`config.mk`:
```
export PLATFORM = sky130hd
export DESIGN_NAME = argmax_classifier
export DESIGN_NICKNAME = d
export VERILOG_FILES = /design/src/rtl/argmax_classifier.sv
export SDC_FILE = /design/constraint.sdc
export NUM_CORES = 1
export LEC_CHECK = 0
export BUFFER_PORTS_ARGS = -buffer_cell sky130_fd_sc_hd__buf_2
export CAP_MARGIN = 0
export CORE_ASPECT_RATIO = 1.2
export CORE_MARGIN = 2
export CORE_UTILIZATION = 43
export DETAILED_ROUTE_END_ITERATION = 16
export PLACE_DENSITY_LB_ADDON = 0.12
export SLEW_MARGIN = 20
export SYNTH_ARGS = -nofsm -noshare
export SYNTH_HDL_FRONTEND = slang
export SYNTH_SLANG_ARGS = --single-unit
export TNS_END_PERCENT = 10
```
`constraint.sdc`:
```
create_clock -name clk -period 3.6 [get_ports clk]
set_input_delay 0.72 -clock clk [delete_from_list [all_inputs] [get_ports clk]]
set_output_delay 0.72 -clock clk [all_outputs]
set_load 0.005 [all_outputs]
```
`src/rtl/argmax_classifier.sv`:
```
// rtl/argmax_classifier.sv - argmax over a snapshot of packed unsigned results, one element per enabled cycle
// Optional feature: ARGMAX_MARGIN_EN adds a winner-minus-second-max margin output.
module argmax_classifier #(
    parameter int n                      = 8,
    parameter int number_of_output       = 10,
    parameter int clog2_number_of_output = 4
) (
    input  logic                              clk,
    input  logic                              clk_en,
    input  logic                              rst,
    input  logic                              start,
    input  logic [number_of_output*n-1:0]     results,
    output logic [clog2_number_of_output-1:0] class_idx,
    output logic [n-1:0]                      max_value,
    output logic                              busy,
    output logic                              ready
`ifdef ARGMAX_MARGIN_EN
    ,
    output logic [n-1:0]                      margin
`endif
);

    localparam logic [0:0] IDLE = 1'b0;
    localparam logic [0:0] SCAN = 1'b1;
    localparam logic [clog2_number_of_output-1:0] LAST =
        clog2_number_of_output'(number_of_output - 1);

    logic [0:0]                        state;
    logic [number_of_output*n-1:0]     snap;
    logic [clog2_number_of_output-1:0] cnt;
    logic [clog2_number_of_output-1:0] run_idx;
    logic [n-1:0]                      run_max;
    logic [n-1:0]                      elem;
    logic [n-1:0]                      next_max;
    logic [clog2_number_of_output-1:0] next_idx;
    logic                              take;

    always_comb begin
        elem = '0;
        for (int i = 0; i < number_of_output; i++) begin
            if (cnt == clog2_number_of_output'(i)) begin
                elem = snap[i*n +: n];
            end
        end
        // strict compare keeps the lower index on ties
        take     = elem > run_max;
        next_max = take ? elem : run_max;
        next_idx = take ? cnt : run_idx;
    end

`ifdef ARGMAX_MARGIN_EN
    logic [n-1:0] run_sec;
    logic [n-1:0] next_sec;

    // a replaced maximum becomes the runner-up
    always_comb begin
        next_sec = run_sec;
        if (take) begin
            next_sec = run_max;
        end else if (elem > run_sec) begin
            next_sec = elem;
        end
    end

    always_ff @(posedge clk) begin
        if (rst) begin
            run_sec <= '0;
            margin  <= '0;
        end else if (clk_en) begin
            if (state == IDLE) begin
                if (start) begin
                    run_sec <= '0;
                end
            end else begin
                run_sec <= next_sec;
                if (cnt == LAST) begin
                    margin <= next_max - next_sec;
                end
            end
        end
    end
`endif

    always_ff @(posedge clk) begin
        if (rst) begin
            state     <= IDLE;
            snap      <= '0;
            cnt       <= '0;
            run_idx   <= '0;
            run_max   <= '0;
            class_idx <= '0;
            max_value <= '0;
            busy      <= 1'b0;
            ready     <= 1'b0;
        end else if (clk_en) begin
            ready <= 1'b0;
            if (state == IDLE) begin
                if (start) begin
                    snap    <= results;
                    run_max <= results[n-1:0];
                    run_idx <= '0;
                    cnt     <= clog2_number_of_output'(1);
                    busy    <= 1'b1;
                    state   <= SCAN;
                end
            end else begin
                run_max <= next_max;
                run_idx <= next_idx;
                if (cnt == LAST) begin
                    class_idx <= next_idx;
                    max_value <= next_max;
                    ready     <= 1'b1;
                    busy      <= 1'b0;
                    state     <= IDLE;
                end else begin
                    cnt <= cnt + 1'b1;
                end
            end
        end
    end

endmodule

```
==> flow_metrics.tcl, run 1 <==
set metrics [dict create \
    outcome "finished, final reports clean" \
    cp_num_buf_inv 4 \
    endpoint_kind "flop" \
    cp_slowest_cell "or4_1" \
    drv_cap 0 \
    cp-start-kind "flop" \
    synthCells 712 \
    area.growth.synth_to_final_pct 20.60 \
    std_cell_rows 44 \
    dieWidth_um 106.5 \
    core_area_mm2 0.01222 \
    numCtsBuffers 9 \
    die_height_um 127.0 \
    critPathMaxFanout 7 \
    crit_top_cell "buf_4" \
    drt-total-wl_um 15550 \
    critPathTopFamily "compound AO/OA/AOI/OAI gates" \
    synth_area_mm2 0.005423 \
    grt_pass1_wl_um 25290 \
    syn_nets 808 \
    diodes 0 \
    grt_max_degree 88 \
    worst_ep_required_time_ps 3830 \
    drcViolationCount 0 \
    hp-class "flop to flop" \
    setup_ws_ps 112.7 \
    final_core_util_pct 53.51 \
    synth_enable_flop_cells 0 \
    hold_viol_final 0 \
    via_count 5335 \
    post_drt_via_cell_ratio 5.472 \
    root_buffer "clkbuf_16" \
    holdWs_ps 454.0 \
    r2r_end "run_idx[1]" \
    reg2reg_from "cnt[0]" \
    pre_cts_slack_ps 45.98 \
    hpwl_um 11660 \
    initial_core_util_pct 44.37 \
    avgSynthCellArea_um2 7.616 \
    grt_pass1_vias 5052 \
    min_period_over_period_pct 96.87 \
    fin_skew_ps 13.27 \
    ios 98 \
    port-buffer-count 97 \
    ys_seq_elements 111 \
    antenna_found_initial 0 \
    critPathKind "flop to flop" \
    holdPathStages 2 \
    clk_pin_slew_worst_paths_ps 70 \
    drtPass1Iterations 5 \
    slew_headroom_pct 42.03 \
    stdcell_count 975 \
    globalplace.congestion 0.8720 \
    cts.sinks 111 \
    finalSetupViolations 0 \
    drtIter0Drc 243 \
    final_layout_size_suffix_gt1_share_pct 22.11 \
    crit_end "run_idx[1]" \
    crit_path_start "cnt[0]" \
    drtAntennaViolNets 0 \
    path_cells "inv_2 -> ha_2 -> inv_1 -> or4_1 -> o311ai_0 -> o211ai_1 -> ha_1 -> and3_1 -> o21ai_0 -> nor4b_4 -> buf_4 -> o31ai_1 -> a21oi_1 -> buf_4 -> a22o_1" \
    post-place-cells 958 \
    grt_usage_pct 23.43 \
    final_max_slew_viol_count 0 \
    fin_nets 906 \
    cts_max_level 3 \
    worstPathArrival_ps 3720 \
    wire_per_inst_um 15.95 \
    synth_warnings 0 \
    reg2reg_slack_ps 110 \
    worst_pin_slew_ps 866.4 \
    worstRegToRegCells 15 \
    period_needed_ps 3487 \
    cts_tree "yes" \
    timing.fmax_mhz 286.8 \
    path_depth 15 \
    peakVddDrop_mv 0.2868 \
    p_leak_nw 2.488 \
    crit_path_max_incr_delay_ps 480 \
    p_per_area_mw_per_mm2 437.4 \
    yosysSeqAreaShare_pct 40.98 \
    synthArstFlopShare_pct 0 \
    clock_latency_ps 350 \
    die_area_mm2 0.01353 \
    synth_ff_type "dfxtp_1" \
    hold_buffers 0 \
    synth_cell_types 60 \
    cts_buffer_depth 2 \
    overflow 0 \
]
sequential cells by signal, indices dropped and copies added (netlist names):
signal     cells
state          1
snap          80
busy           1
cnt            4
class_idx      4
run_idx        4
max_value      8
run_max        8
ready          1
worst min path at each step:
stage	end	slack (ps)	start
after floorplan	snap[17]	430	snap[17]
after global placement	snap[65]	450	snap[65]
after detailed placement	snap[52]	450	snap[52]
after CTS	snap[52]	460	snap[52]
after global routing	snap[70]	480	snap[70]
final	snap[57]	450	snap[57]
stage by stage:
step	setup TNS (ps)	total power, mW	cell area, um2
global placement	0	1.898	6188
detailed placement	0	1.908	6188
CTS	0	2.863	6470
finish	0	2.860	6540
floorplan	0	1.680	5423
global route	-299.0	3.010	6540
synth_stat cells, drive strengths merged, types with 3 or more instances:
cell type	number	area (um2)
nor2	24	95.09
nand3b	7	56.30
a22o	4	35.03
nor3	14	80.08
a31oi	10	62.56
a211oi	8	65.06
nor3b	3	22.52
o31ai	7	57.55
dfxtp	111	2222
nand2b	8	52.55
o211ai	10	75.07
or3	4	25.02
o21ai	32	160.2
nand4b	3	26.28
a22oi	7	52.55
a2111oi	5	62.56
buf	26	170.2
a211o	6	52.55
inv	19	71.31
a21oi	117	593.1
o21a	4	30.03
and3	3	18.77
clkbuf	28	105.1
ha	12	150.1
o22ai	11	68.82
nand2	187	701.9
nand3	15	75.07
kinds of logic (layout without fill, tap and decap cells):
family	after synthesis	count (layout)	synth area share (%)
buf+inv	74	176	6.553
flops	111	111	40.98
fa+ha+maj	12	12	2.769
xor+xnor	2	2	0.3231
compound gates	232	232	25.96
simple gates	279	279	23.05
mux	2	2	0.3692
routing by layer:
layer  global-route usage (%)  part of all wire (%)  up-vias
li1                         -                     -     2686
met1                    31.40                    45     2469
met2                    38.12                    48      150
met3                    3.878                   4.6       30
met4                    8.633                   2.8        0
met5                        0                     0        -
cell usage in the layout (no fill, tap or decap), types with 8 or more instances in the layout:
master	count
nand2_1	187
o211ai_1	10
o21ai_0	27
inv_1	16
a21oi_1	115
o22ai_1	11
ha_1	8
buf_2	96
nor2_1	21
buf_4	44
nor3_1	12
a31oi_1	10
dfxtp_1	109
clkbuf_16	9
nand3_1	14
tightest hold or removal path, delay by kind of cell, from the launching register on:
family	cells	cell delay (ps)
AND/OR/NAND/NOR	1	50
flip-flops	1	310
AO/OA/AOI/OAI	1	50
cell type report:
| type | count | area, um2 |
|---|---|---|
| clock inverter | 3 | 45.04 |
| timing repair buffer | 142 | 850.8 |
| sequential | 111 | 2230 |
| fill | 1255 | 5682 |
| inverter | 19 | 71.32 |
| multi-input combinational | 527 | 2905 |
| tap | 161 | 201.4 |
| clock buffer | 12 | 236.5 |
power breakdown:
part           internal, mW  switching (mW)  total, mW
combinational         0.261           0.314      0.575
sequential             1.28          0.0412       1.32
clock                 0.537           0.427      0.964
timing repair:
action                     CTS  global route
resized for setup            0            16
setup endpoints to repair    0            24
buffers inserted             0             2
(Power assumes the default switching activity.)
==> run 2: changes to the inputs <==
--- a/config.mk
+++ b/config.mk
@@ -5,6 +5,7 @@
 export SDC_FILE = /design/constraint.sdc
 export NUM_CORES = 1
 export LEC_CHECK = 0
+export ABC_AREA = 1
 export BUFFER_PORTS_ARGS = -buffer_cell sky130_fd_sc_hd__buf_2
 export CAP_MARGIN = 0
 export CORE_ASPECT_RATIO = 1.2
==> flow_metrics.tcl, run 2 <==
set metrics [dict create \
    drt-total-wl_um 13790 \
    die_height_um 125.6 \
    ios 98 \
    holdPathStages 2 \
    endpoint_kind "flop" \
    p_leak_nw 2.836 \
    cts.sinks 111 \
    hp-class "flop to flop" \
    grtUsageMet3_pct 2.972 \
    worstPathArrival_ps 3580 \
    antenna_found_initial 0 \
    swShare_pct 27.61 \
    synth_area_leaders "dfxtp_1, o21ai_0, nor2_1" \
    post_drt_via_cell_ratio 5.007 \
    cp-start-kind "flop" \
    std_cell_rows 44 \
    cts_buffer_depth 2 \
    post-place-cells 995 \
    critPathKind "flop to flop" \
    worst_pin_slew_ps 658.3 \
    timing.fmax_mhz 298.3 \
    cts_tree "yes" \
    p_switching_mw 0.7593 \
    synth_cell_types 33 \
    core_area_mm2 0.01206 \
    grt_max_degree 71 \
    p_seq_share_pct 48.8 \
    design_area_mm2 0.006207 \
    diodes 0 \
    synthArstFlopShare_pct 0 \
    synth_area_mm2 0.005296 \
    drtIter0Drc 233 \
    slew_headroom_pct 56.06 \
    cp_slowest_cell "dfxtp_2" \
    fin_skew_ps 4.664 \
    dieWidth_um 105.3 \
    synth_enable_flop_cells 0 \
    placed_cell_area_mm2 0.005864 \
    yosys.area.top_type "dfxtp_1" \
    avgSynthCellArea_um2 6.861 \
    top_usage_layer "met2" \
    p_total_mw 2.750 \
    finalSetupViolations 0 \
    r2r_end "run_max[0]" \
    min_period_over_period_pct 93.12 \
    min_from "snap[65]" \
    globalplace.congestion 0.9018 \
    overflow 0 \
    final_common_cell "nor2_1" \
    p_comb_share_pct 15.4 \
    initial_core_util_pct 43.93 \
    hold_buffers 0 \
    drcViolationCount 0 \
    top_regs "snap (80), max_value (8), run_max (8)" \
    via_count 5067 \
    intPower_mw 1.991 \
    final_layout_size_suffix_gt1_share_pct 19.86 \
    wire_per_inst_um 13.63 \
    grt_usage_pct 21.65 \
    grt_util_met2_pct 35.14 \
    drtAntennaViolNets 0 \
    drtPass1Iterations 5 \
    reg2reg_from "cnt[0]" \
    port-buffer-count 97 \
    ys_seq_elements 111 \
    pwr-share-clk_pct 35.8 \
    path_cells "inv_1 -> ha_2 -> nand2_4 -> or2_2 -> nand3_1 -> nand3_1 -> nand2_1 -> nand2_1 -> nand3_1 -> nand3_1 -> nand2_1 -> inv_1 -> ha_1 -> a21oi_1 -> o21ai_0 -> nand2_1 -> o211ai_1 -> nand2_1 -> clkinvlp_4 -> or2_2 -> nand3_1 -> a21oi_1" \
    crit_path_max_incr_delay_ps 360 \
    layout_common_cells "nor2_1, nand2_1, o21ai_0, dfxtp_1, buf_2" \
    period_needed_ps 3352 \
    grt_pass1_wl_um 23320 \
    synth_common_cells "nor2_1, nand2_1, o21ai_0, dfxtp_1, inv_1" \
    synth_top_area_share_pct 41.96 \
    syn_nets 868 \
    hold_viol_final 0 \
    worstRegToRegCells 22 \
    grt_pass1_vias 4821 \
    die_area_mm2 0.01322 \
    outcome "finished, final reports clean" \
    cts_max_level 3 \
    final_max_slew_viol_count 0 \
    clock_latency_ps 350 \
    peakVddDrop_mv 0.2319 \
    yosysMostFrequentCell "nor2_1" \
    stdcell_count 1012 \
    numCtsBuffers 9 \
    yosysSeqAreaShare_pct 41.96 \
    root_buffer "clkbuf_16" \
    grt_util_met1_pct 29.64 \
    clk_pin_slew_worst_paths_ps 70 \
    reg2reg_slack_ps 250 \
    worst_ep_required_time_ps 3830 \
    p_per_area_mw_per_mm2 443.0 \
    synth_ff_type "dfxtp_1" \
    area.growth.synth_to_final_pct 17.20 \
    synth_warnings 0 \
    worstHoldEndpoint "snap[65]" \
    synthCells 772 \
    hpwl_um 10070 \
    largest_reg_flops 80 \
    fin_nets 942 \
    critPathMaxFanout 16 \
    largest-register "snap" \
    drv_cap 0 \
    grt_setup_unrepaired "no" \
]
==> run 2: cell count changes in the layout (fill, tap and decap cells not counted), moves of 9 or more <==
cell,before,now
nor3_1,12,0
o21ai_0,27,108
buf_4,44,7
o211ai_1,10,1
nand3_1,14,48
a21oi_1,115,35
or2_2,0,15
inv_1,16,66
nand2_1,187,120
nor2_1,21,141
==> run 2: layout make-up <==
| class | instances | area [um2] |
|---|---|---|
| repair buffers | 105 | 558.0 |
| flip-flops and latches | 111 | 2226 |
| well taps | 161 | 201.4 |
| multi-input cells | 540 | 2629 |
| clock buffers | 10 | 229.0 |
| fillers | 1252 | 5849 |
| clock inverters | 6 | 61.31 |
| inverters | 79 | 302.8 |
==> run 2: what timing repair did <==
item                                    CTS  global route
setup buffers                             1             0
endpoints found under the setup margin    2            24
pin swaps                                 1             0
gates resized for setup                   0            19
==> run 2: worst max path at each step <==
stage / slack [ps] / to / startpoint / cells after the start
floorplan: 560 / run_max[0] / cnt[0] / 19
global placement: 70 / run_idx[0] / cnt[2] / 22
detailed placement: -10 / run_idx[0] / cnt[2] / 22
CTS: 70 / run_idx[0] / cnt[0] / 23
global route: 7 / run_idx[0] / cnt[0] / 24
finish: 250 / run_max[0] / cnt[0] / 22
==> run 2: cell families after synthesis <==
kind of cell,after synthesis,share of synthesized area [%]
AND/OR/NAND/NOR,355,28.96
buffers and inverters,121,9.213
AO/OA/AOI/OAI,171,16.70
XOR/XNOR,2,0.3308
flip-flops,111,41.96
adder cells (fa/ha/maj),12,2.835
==> run 2: layer usage <==
metal	vias to the layer above	share of wire [%]	wire (um)
met5	-	0	0
li1	2646	-	-
met2	116	47	6434
met1	2289	47	6479
met4	0	1.7	241
met3	16	4.6	639
==> run 2: power groups by stage <==
stage               Clock (mW)  Sequential (mW)  Combinational, mW
floorplan                    0             1.35              0.270
global route              1.05             1.35              0.483
detailed placement           0             1.37              0.404
global placement             0             1.37              0.395
finish                   0.986             1.34              0.422
CTS                       1.01             1.34              0.407
==> run 2: stage by stage <==
step | util [%] | hold WS [ps] | TNS [ps] | setup slack (ps)
after floorplan | - | 424.5 | 0 | 557.4
after global placement | 48.64 | 438.3 | 0 | 72.24
after detailed placement | 48.64 | 443.8 | -14.71 | -14.71
after CTS | 51.11 | 454.2 | 0 | 68.96
after global routing | 51.48 | 476.4 | 0 | 7.434
final | 51.48 | 449.3 | 0 | 247.5
==> run 2: critical path, delay by kind of cell, from the launching register on <==
family	cells	cell delay [ps]
and+or+nand+nor	13	1650
DFF	1	360
buffers and inverters	3	310
adders and majority gates	2	490
AOI/OAI and AO/OA	4	400
==> run 3: changes to the inputs <==
--- a/config.mk
+++ b/config.mk
@@ -10,7 +10,7 @@
 export CAP_MARGIN = 0
 export CORE_ASPECT_RATIO = 1.2
 export CORE_MARGIN = 2
-export CORE_UTILIZATION = 43
+export CORE_UTILIZATION = 30
 export DETAILED_ROUTE_END_ITERATION = 16
 export PLACE_DENSITY_LB_ADDON = 0.12
 export SLEW_MARGIN = 20
==> flow_metrics.tcl, run 3 (synthesized netlist as in run 2, its figures left out) <==
set metrics [dict create \
    largest_reg_flops 80 \
    min_period_over_period_pct 90.54 \
    min_from "snap[66]" \
    slew_headroom_pct 56.68 \
    numCtsBuffers 9 \
    r2r_end "run_idx[0]" \
    period_needed_ps 3260 \
    final_layout_size_suffix_gt1_share_pct 19.93 \
    grt_usage_pct 16.71 \
    worstHoldEndpoint "snap[66]" \
    p_leak_nw 2.872 \
    reg2reg_from "cnt[0]" \
    grt_max_degree 71 \
    drt-total-wl_um 15400 \
    globalplace.congestion 0.8081 \
    timing.fmax_mhz 306.8 \
    peakVddDrop_mv 0.2195 \
    dieWidth_um 125.3 \
    critPathKind "flop to flop" \
    top_regs "snap (80), max_value (8), run_max (8)" \
    final_max_slew_viol_count 0 \
    worstPathArrival_ps 3500 \
    root_buffer "clkbuf_16" \
    holdPathStages 2 \
    cts_max_level 3 \
    final_common_cell "nor2_1" \
    cp-start-kind "flop" \
    clock_latency_ps 360 \
    hold_viol_final 0 \
    hold_buffers 0 \
    fillers 1924 \
    hpwl_um 11320 \
    critPathMaxFanout 15 \
    drtIter0Drc 329 \
    worst_pin_slew_ps 649.8 \
    die_height_um 149.6 \
    hp-class "flop to flop" \
    pre_cts_slack_ps 37.82 \
    cp_slowest_cell "dfxtp_1" \
    drcViolationCount 0 \
    finalSetupViolations 0 \
    wire_per_inst_um 14.28 \
    fin_skew_ps 11.32 \
    setup_ws_ps 340.5 \
    p_per_area_mw_per_mm2 432.9 \
    layout_common_cells "nor2_1, nand2_1, dfxtp_1" \
    worstRegToRegCells 24 \
    cts_tree "yes" \
    core_area_mm2 0.01744 \
    cts_buffer_depth 2 \
    fin_nets 949 \
    cts.sinks 111 \
    ios 98 \
    overflow 0 \
    drtPass1Iterations 5 \
    reg2reg_slack_ps 340 \
    grt_pass1_vias 4778 \
    drtAntennaViolNets 0 \
    grt_setup_unrepaired "no" \
    diodes 0 \
    initial_core_util_pct 30.37 \
    outcome "finished, final reports clean" \
    crit_top_cell "nand2_1" \
    p_total_mw 2.724 \
    antenna_found_initial 0 \
    worst_ep_required_time_ps 3840 \
    endpoint_kind "flop" \
    tns_ps 0 \
    drv_cap 0 \
    path_cells "ha_2 -> inv_2 -> buf_4 -> nand4_1 -> nand3_1 -> nand3_1 -> nand3_1 -> nand2_1 -> nand2_1 -> nand3_1 -> nand3_1 -> nand2_1 -> inv_1 -> ha_1 -> nand2_1 -> nor2_1 -> nand2_1 -> o211ai_1 -> nand2_1 -> buf_4 -> o21ai_1 -> o22ai_1 -> inv_1 -> nor2_1" \
    std_cell_rows 53 \
    area.growth.synth_to_final_pct 18.80 \
    crit_path_max_incr_delay_ps 450 \
    grt_pass1_wl_um 24720 \
    port-buffer-count 97 \
    clk_pin_slew_worst_paths_ps 80 \
    post_drt_via_cell_ratio 4.633 \
    largest-register "snap" \
    via_count 4994 \
    die_area_mm2 0.01874 \
]
## run 3: layout make-up
cell class | count | area [um2] | share of cell area [%]
flip-flops and latches | 111 | 2225 | 35.35
repair buffers | 112 | 610.6 | 9.704
clock inverters | 7 | 48.80 | 0.7755
multi-input cells | 540 | 2611 | 41.50
well taps | 220 | 275.3 | 4.375
inverters | 79 | 296.5 | 4.713
clock buffers | 9 | 225.2 | 3.579
## run 3: metrics by stage
| stage | instances | util [%] | instance area, um2 | hold WS (ps) |
|---|---|---|---|---|
| floorplan | 772 | - | 5296 | 424.5 |
| global placement | 1061 | 34.35 | 5991 | 438.4 |
| detailed placement | 1061 | 34.35 | 5991 | 442.6 |
| CTS | 1077 | 35.92 | 6265 | 452.5 |
| global route | 1078 | 36.08 | 6292 | 480.8 |
| finish | 1078 | 36.08 | 6292 | 450.0 |
## run 3: worst max-delay path: cells and delay by family, from the launching register on
family,cells,cell delay [ps]
AND/OR/NAND/NOR,14,1190
buffers and inverters,5,580
adder cells (fa/ha/maj),2,540
flip-flops,1,450
AO/OA/AOI/OAI,3,370
## run 3: per-layer routing
metal | global-route usage (%) | up-vias | part of all wire (%)
met4 | 6.556 | 0 | 1.7
met1 | 22.31 | 2213 | 49
met5 | 0 | - | 0
met3 | 2.467 | 14 | 4.2
met2 | 27.31 | 108 | 46
li1 | - | 2659 | -
## run 3: timing repair
item / in CTS / in global routing
buffers inserted: 0 / 1
resized for setup: 0 / 11
endpoints found under the setup margin: 0 / 24
## run 3: how the worst max path moves through the flow
stage | cells past startpoint | end | startpoint
2_1_floorplan | 19 | run_max[0] | cnt[0]
3_3_place_gp | 22 | run_idx[0] | cnt[2]
3_5_place_dp | 22 | run_idx[0] | cnt[2]
4_1_cts | 22 | run_idx[0] | cnt[2]
5_1_grt | 25 | run_max[4] | cnt[0]
6_report | 24 | run_idx[0] | cnt[0]
## run 3: where the power goes
part,switching (mW),internal [mW]
logic,0.265,0.156
clock network,0.489,0.472
registers,0.0415,1.30
